===== src/rtl/legv8_fetch_unit_if.sv =====
// Instruction-memory fetch handshake between the LEGv8 fetch unit and its memory.
interface legv8_fetch_unit_if;
  logic        imem_req;
  logic [63:0] imem_addr;
  logic        imem_ready;
  logic [31:0] imem_rdata;

  modport master (output imem_req, output imem_addr, input imem_ready, input imem_rdata);
  modport slave  (input imem_req, input imem_addr, output imem_ready, output imem_rdata);
endinterface


===== src/rtl/legv8_fetch_unit.sv =====
// LEGv8 fetch unit: owns PC and IR, fetches over a req/ready handshake and
// computes the next PC from the control unit's select code.
module legv8_fetch_unit #(
  parameter logic [63:0] RESET_PC    = 64'h0,
  parameter int          COUNT_WIDTH = 32
) (
  input  logic                   i_clock,
  input  logic                   i_reset,
  legv8_fetch_unit_if.master     imem,
  input  logic                   i_pc_update,
  input  logic [1:0]             i_pc_sel,
  input  logic [63:0]            i_constant,
  input  logic [63:0]            i_reg_target,
  output logic [31:0]            o_instruction,
  output logic                   o_instr_valid,
  output logic [63:0]            o_pc,
  output logic [63:0]            o_pc_plus4,
  output logic                   o_misaligned,
  output logic [COUNT_WIDTH-1:0] o_retired
);

  typedef enum logic {S_FETCH = 1'b0, S_ISSUE = 1'b1} state_t;

  state_t                 r_state;
  state_t                 w_state_nxt;
  logic [63:0]            r_pc;
  logic [31:0]            r_ir;
  logic                   r_misaligned;
  logic [COUNT_WIDTH-1:0] r_retired;

  logic                   w_req;
  logic                   w_valid;
  logic                   w_load_ir;
  logic                   w_take;
  logic [63:0]            w_pc_plus4;
  logic [63:0]            w_next_pc;
  logic                   w_br_misaligned;

  always_ff @(posedge i_clock or posedge i_reset) begin
    if (i_reset) r_state <= S_FETCH;
    else         r_state <= w_state_nxt;
  end

  always_comb begin
    w_state_nxt = r_state;
    w_req       = 1'b0;
    w_valid     = 1'b0;
    w_load_ir   = 1'b0;
    w_take      = 1'b0;
    case (r_state)
      S_FETCH: begin
        w_req = 1'b1;
        if (imem.imem_ready) begin
          w_load_ir   = 1'b1;
          w_state_nxt = S_ISSUE;
        end
      end
      S_ISSUE: begin
        w_valid = 1'b1;
        if (i_pc_update) begin
          w_take      = 1'b1;
          w_state_nxt = S_FETCH;
        end
      end
      default: w_state_nxt = S_FETCH;
    endcase
  end

  assign w_pc_plus4 = r_pc + 64'd4;

  always_comb begin
    w_next_pc = r_pc;
    case (i_pc_sel)
      2'b00:   w_next_pc = r_pc;
      2'b01:   w_next_pc = w_pc_plus4;
      2'b10:   w_next_pc = r_pc + (i_constant << 2);
      default: w_next_pc = {i_reg_target[63:2], 2'b00};
    endcase
  end

  assign w_br_misaligned = w_take && (i_pc_sel == 2'b11) && (i_reg_target[1:0] != 2'b00);

  always_ff @(posedge i_clock or posedge i_reset) begin
    if (i_reset) begin
      r_pc         <= RESET_PC;
      r_ir         <= 32'h0;
      r_misaligned <= 1'b0;
      r_retired    <= '0;
    end else begin
      if (w_load_ir) r_ir <= imem.imem_rdata;
      if (w_take) begin
        r_pc      <= w_next_pc;
        r_retired <= r_retired + 1'b1;
      end
      if (w_br_misaligned) r_misaligned <= 1'b1;
    end
  end

  // Reset forces the state to FETCH, so the request must be gated by reset itself.
  assign imem.imem_req  = w_req & ~i_reset;
  assign imem.imem_addr = r_pc;
  assign o_instruction  = r_ir;
  assign o_instr_valid  = w_valid;
  assign o_pc           = r_pc;
  assign o_pc_plus4     = w_pc_plus4;
  assign o_misaligned   = r_misaligned;
  assign o_retired      = r_retired;

endmodule

===== src/flat_wrapper.sv =====
// flat-port wrapper written by rule: the top's interface ports become plain ports
module legv8_fetch_unit_flat 
#(
  parameter logic [63:0] RESET_PC    = 64'h0,
  parameter int          COUNT_WIDTH = 32
)
  (i_clock, i_reset, i_pc_update, i_pc_sel, i_constant, i_reg_target, o_instruction, o_instr_valid, o_pc, o_pc_plus4, o_misaligned, o_retired, imem_imem_req, imem_imem_addr, imem_imem_ready, imem_imem_rdata);
  legv8_fetch_unit_if imem_i ();
  input  logic i_clock;
  input  logic i_reset;
  input  logic i_pc_update;
  input  logic [1:0] i_pc_sel;
  input  logic [63:0] i_constant;
  input  logic [63:0] i_reg_target;
  output logic [31:0] o_instruction;
  output logic o_instr_valid;
  output logic [63:0] o_pc;
  output logic [63:0] o_pc_plus4;
  output logic o_misaligned;
  output logic [COUNT_WIDTH-1:0] o_retired;
  output wire logic [$bits(imem_i.imem_req)-1:0] imem_imem_req;
  output wire logic [$bits(imem_i.imem_addr)-1:0] imem_imem_addr;
  input wire logic [$bits(imem_i.imem_ready)-1:0] imem_imem_ready;
  input wire logic [$bits(imem_i.imem_rdata)-1:0] imem_imem_rdata;
  assign imem_imem_req = imem_i.imem_req;
  assign imem_imem_addr = imem_i.imem_addr;
  assign imem_i.imem_ready = imem_imem_ready;
  assign imem_i.imem_rdata = imem_imem_rdata;
  legv8_fetch_unit #(.RESET_PC(RESET_PC), .COUNT_WIDTH(COUNT_WIDTH)) u_core (.i_clock(i_clock), .i_reset(i_reset), .imem(imem_i), .i_pc_update(i_pc_update), .i_pc_sel(i_pc_sel), .i_constant(i_constant), .i_reg_target(i_reg_target), .o_instruction(o_instruction), .o_instr_valid(o_instr_valid), .o_pc(o_pc), .o_pc_plus4(o_pc_plus4), .o_misaligned(o_misaligned), .o_retired(o_retired));
endmodule

===== config.mk =====
export PLATFORM = sky130hd
export DESIGN_NAME = legv8_fetch_unit_flat
export DESIGN_NICKNAME = d
export VERILOG_FILES = /design/src/rtl/legv8_fetch_unit_if.sv /design/src/rtl/legv8_fetch_unit.sv /design/src/flat_wrapper.sv
export SDC_FILE = /design/constraint.sdc
export NUM_CORES = 1
export LEC_CHECK = 0
export CAP_MARGIN = 20
export CELL_PAD_IN_SITES_DETAIL_PLACEMENT = 1
export CELL_PAD_IN_SITES_GLOBAL_PLACEMENT = 2
export CORE_MARGIN = 4
export CORE_UTILIZATION = 25
export DETAILED_ROUTE_END_ITERATION = 7
export PLACE_DENSITY = 0.88
export SETUP_SLACK_MARGIN = 0.2
export SLEW_MARGIN = 0
export SYNTH_ARGS = -nofsm -noshare
export SYNTH_HDL_FRONTEND = slang
export SYNTH_SLANG_ARGS = --single-unit

===== constraint.sdc =====
create_clock -name i_clock -period 4.9 [get_ports i_clock]
set_input_delay 0.98 -clock i_clock [delete_from_list [all_inputs] [get_ports i_clock]]
set_output_delay 0.98 -clock i_clock [all_outputs]
set_load 0.1 [all_outputs]

After elaboration in Yosys (flattened, before gate mapping)
Cells that the tools add are included.
W data, S select, Z words.
{"block": "word_totals", "reg_bits": 130, "in_bits": 166, "out_inout_bits": 259}
{"block": "classes", "add_sub_neg": 3, "n_eq_ne": 3, "muxes": 9, "bitwise": 4, "n_reduce_logical": 5}
{"op": "$pmux W64 S3", "count": 1}
{"op": "$add A64 B3 Y64 const B", "count": 1}
{"op": "$add A64 B64 Y64", "count": 1}
{"op": "$add A32 B1 Y32 const B", "count": 1}
{"op": "$mux W1", "count": 7}
{"op": "$eq A2 B2 Y1 const B", "count": 2}
{"op": "$not A1 Y1", "count": 3}
{"op": "$eq A2 B1 Y1 const B", "count": 1}
{"op": "$logic_and A1 B1 Y1", "count": 2}
{"op": "$logic_not A2 Y1", "count": 1}
{"op": "$pmux W1 S2", "count": 1}
{"op": "$reduce_and A2 Y1", "count": 1}
{"op": "$reduce_bool A2 Y1", "count": 1}
{"op": "$and A1 B1 Y1", "count": 1}

Longest topological paths before layout
{"block": "depth", "ltp_word": 4, "depth_mapped": 13}

Worst setup path after synthesis
OpenSTA, ideal clock, no wires.
{"block": "synth_path", "path_type": "flip-flop to output port", "from": "reg u_core.r_pc[30], in the netlist u_core.imem.imem_addr[30]", "to": "out o_pc_plus4[57]", "arrival_ns": 4.471, "required_time_ns": 3.920, "path_slack_ns": -0.551, "path_stages_with_launch": 9, "path_buffers": 0, "cell_sequence": "dfrtp_1 > and4_4 > nand4_4 > or4_4 > nor2_4 > and3_4 > and3_4 > nand3_1 > xnor2_1"}
{"block": "synth_between", "elab_chain_len": 1}
{"item": "start, declared", "line": "legv8_fetch_unit.sv:26", "text": "logic [63:0] r_pc;"}
{"item": "start signal, assigned", "line": "legv8_fetch_unit.sv:92", "text": "r_pc <= w_next_pc;"}
{"item": "$add A64 B3 Y64", "line": "legv8_fetch_unit.sv:69", "text": "assign w_pc_plus4 = r_pc + 64'd4;"}
{"item": "end, declared", "line": "flat_wrapper.sv:18", "text": "output logic [63:0] o_pc_plus4;"}
No other way between the ends.

Worst setup path in the final report
{"block": "layout_path", "from": "reg u_core.r_pc[3], in the netlist u_core.imem.imem_addr[3]", "to": "out o_pc_plus4[46]"}
Same word-level chain as after synthesis.

==> reports/results.ini <==
[outcome]
status=finished clean

[final_layout]
final_util_pct=37.23
fin_nets=1934
final_area_mm2=0.01661
seq_area_mm2=0.003203
areaGrowthSynthToFinish_pct=45.74
drive_above_1_share_pct=11.91
multi_input_comb_area_mm2=0.007602
fillers=5216
instances_no_fill=2306

[drt]
dr.pass1.iters=5
wl_per_cell_um=22.73
vias_per_cell=5.275
drtIter0Drc=788
drc=0
drtAntennaViolNets=0
wl_um=52410
via_count=12170

[clock_tree]
cts_buffers=17
cts-root-buf=clkbuf_16
tritoncts=built
clk_pin_slew_ns=0.06
clk_latency_ns=0.45
hold_buffers=0
cts.path.max_buffers=2
h-tree-depth=4
cts.sinks=128

[synth]
ys_seq_area_share_pct=28.11
synth_top_area_share_pct=28.11
syn-cell-area_mm2=0.01140
ys.flop_type=dfrtp_1
synthCells=1381
synth-edff-count=0
yosysTopAreaCell=dfrtp_1
synth_area_leaders=dfrtp_1, xnor2_1, ha_1, o21ai_0, buf_4
synth_area_per_cell_um2=8.252
synthArstFlopShare_pct=100.0
ys_top_cells_by_count=dfrtp_1, nand2_1, o21ai_0
ys_types=74
yosys_warnings=0
ys_ff_latch=128

[setup_path]
cp_top_family=simple AND/OR/NAND/NOR gates
cp_max_fo=7
worstReg2RegStart=u_core.imem.imem_addr[2]$_DFFE_PP0P_
worst_r2r_path_depth=13
r2r-end=u_core.imem.imem_addr[60]$_DFFE_PP0P_
cp.arrival_ns=3.51
endpoint_kind=output pin
crit_path_cell_trace=ha_1 -> and4_1 -> and3_1 -> nand3_1 -> buf_4 -> or3_2 -> nor2_1 -> xnor2_1 -> buf_12
critical_path.startpoint=u_core.imem.imem_addr[3]$_DFFE_PP0P_
cpMaxStageDelayCell=or3_2
cpPeakStageDelay_ns=0.52
required_ns=3.92
critPathKind=flip-flop to output pin
cp-endpoint=o_pc_plus4[46]
ff2ff_setup_slack_ns=1.03
path_depth=9
worstSetupStartpointType=flip-flop
worst-path-buf-inv=2

[sta]
fin_ws_ns=0.4089
slew_violations=0
period_share_pct=91.65
fin_crit_ns=4.491
worst-slew-pin-transition_ns=1.109
setup-tns-final_ns=0
rsz0062_at_grt=no
max_slew_margin_pct=25.80
hold_violations=0
fin_worst_skew_ns=0.01559
finalSetupViolCount=0
clock.fmax_mhz=222.7

[global_route]
grt_max_degree=91
track_usage_pct=20.66
grt_pass1_wl_um=79910
grt-ovfl-total=0
first_global_vias=12890
antenna_found_initial=5

[min_path]
holdPathStages=1
hp-class=flip-flop to flip-flop

[placement]
dp_slack_ns=0.04882
dp_hpwl_um=40440
place_congestion=0.9032
numPortBuffers=416
placed_cell_area_mm2=0.01598
dp.cells=2272

[pwr]
irDropWorstVdd_v=0.0005477
cellPowerDensity_mw_per_mm2=782.1
p_leak_nw=6.784

[floorplan]
initial_core_util_pct=25.55
ios=425
dieHeight_um=221.5
num_rows=77
coreArea_mm2=0.04461
die_area_mm2=0.04906
dieWidth_um=221.5

[job]
maxCapViolations=0

-- flip-flops by register name, indices dropped and copies added (netlist names) --
| signal | count |
|---|---|
| u_core.imem.imem_addr | 62 |
| u_core.o_instruction | 32 |
| u_core.o_misaligned | 1 |
| u_core.o_retired | 32 |
| u_core.r_state | 1 |
-- worst min path at each step --
stage | start | end | slack, ns
floorplan | u_core.imem.imem_addr[10]$_DFFE_PP0P_ | u_core.imem.imem_addr[10]$_DFFE_PP0P_ | 1.02
global placement | u_core.o_retired[31]$_DFFE_PP0P_ | u_core.o_retired[31]$_DFFE_PP0P_ | 0.46
detailed placement | u_core.o_misaligned$_DFFE_PP0P_ | u_core.o_misaligned$_DFFE_PP0P_ | 0.46
CTS | u_core.o_retired[31]$_DFFE_PP0P_ | u_core.o_retired[31]$_DFFE_PP0P_ | 0.48
global route | u_core.o_retired[31]$_DFFE_PP0P_ | u_core.o_retired[31]$_DFFE_PP0P_ | 0.51
finish | u_core.o_retired[31]$_DFFE_PP0P_ | u_core.o_retired[31]$_DFFE_PP0P_ | 0.48
-- cell usage in the layout, fill, tap and decap left out, types with 12 or more instances in the layout --
cell type and count:
clkdlybuf4s50_1 360, o31ai_1 20, and3_1 26, buf_4 68, buf_12 12, xor2_1 34, mux2_2 33, dfrtp_1 128
ha_1 64, clkbuf_16 17, nand4_1 33, o21ai_0 104, a21oi_1 97, nand3_1 49, a221oi_1 32, a22oi_1 13
nand2_1 128, xnor2_1 82, nor2_1 96, nor3_1 28, a21o_1 30, inv_1 22, o21bai_1 12, or3_1 14
xnor2_2 20
-- power by group --
part,leakage [nW],switching [W],total [W],internal [W]
logic,4.91,0.00721,0.00972,0.00251
clock network,0.289,0.000573,0.00138,0.000809
registers,1.58,0.000566,0.00189,0.00132
total,6.78,0.00835,0.0130,0.00464
-- routing by layer --
layer | global-route usage, % | up-vias | wire length, um
met5 | 0 | - | 54
met3 | 5.084 | 53 | 3113
li1 | - | 5597 | -
met2 | 35.83 | 439 | 25460
met1 | 25.84 | 6070 | 22680
met4 | 5.282 | 6 | 1093
-- per-stage QoR --
stage          total power [W]  hold slack [ns]
2_1_floorplan         0.009334            1.018
3_3_place_gp           0.01153           0.4638
3_5_place_dp           0.01161           0.4646
4_1_cts                0.01305           0.4790
5_1_grt                0.01355           0.5070
6_report               0.01299           0.4780
-- final cells by class --
type | count | share of cell area, %
well taps | 592 | 4.460
clock buffers | 18 | 2.584
flip-flops and latches | 128 | 19.29
repair buffers | 440 | 26.22
inverters | 24 | 0.5725
diodes | 1 | 0.01507
multi-input cells | 1089 | 45.77
clock inverters | 14 | 1.092
-- what timing repair did --
item,in CTS,in global routing
resized for setup,0,1
endpoints found under the setup margin,0,2
buffers inserted,0,1
-- kinds of logic after synthesis --
family / count (synthesis) / share of synthesized area, %
AND/OR/NAND/NOR: 432 / 18.87
buffers and inverters: 169 / 7.916
AO/OA/AOI/OAI: 402 / 22.87
adder cells (fa/ha/maj): 68 / 7.532
flip-flops: 128 / 28.11
XOR/XNOR: 145 / 11.14
other: 1 / 0.03291
multiplexers: 36 / 3.524
Power figures use the tool's default switching activity.
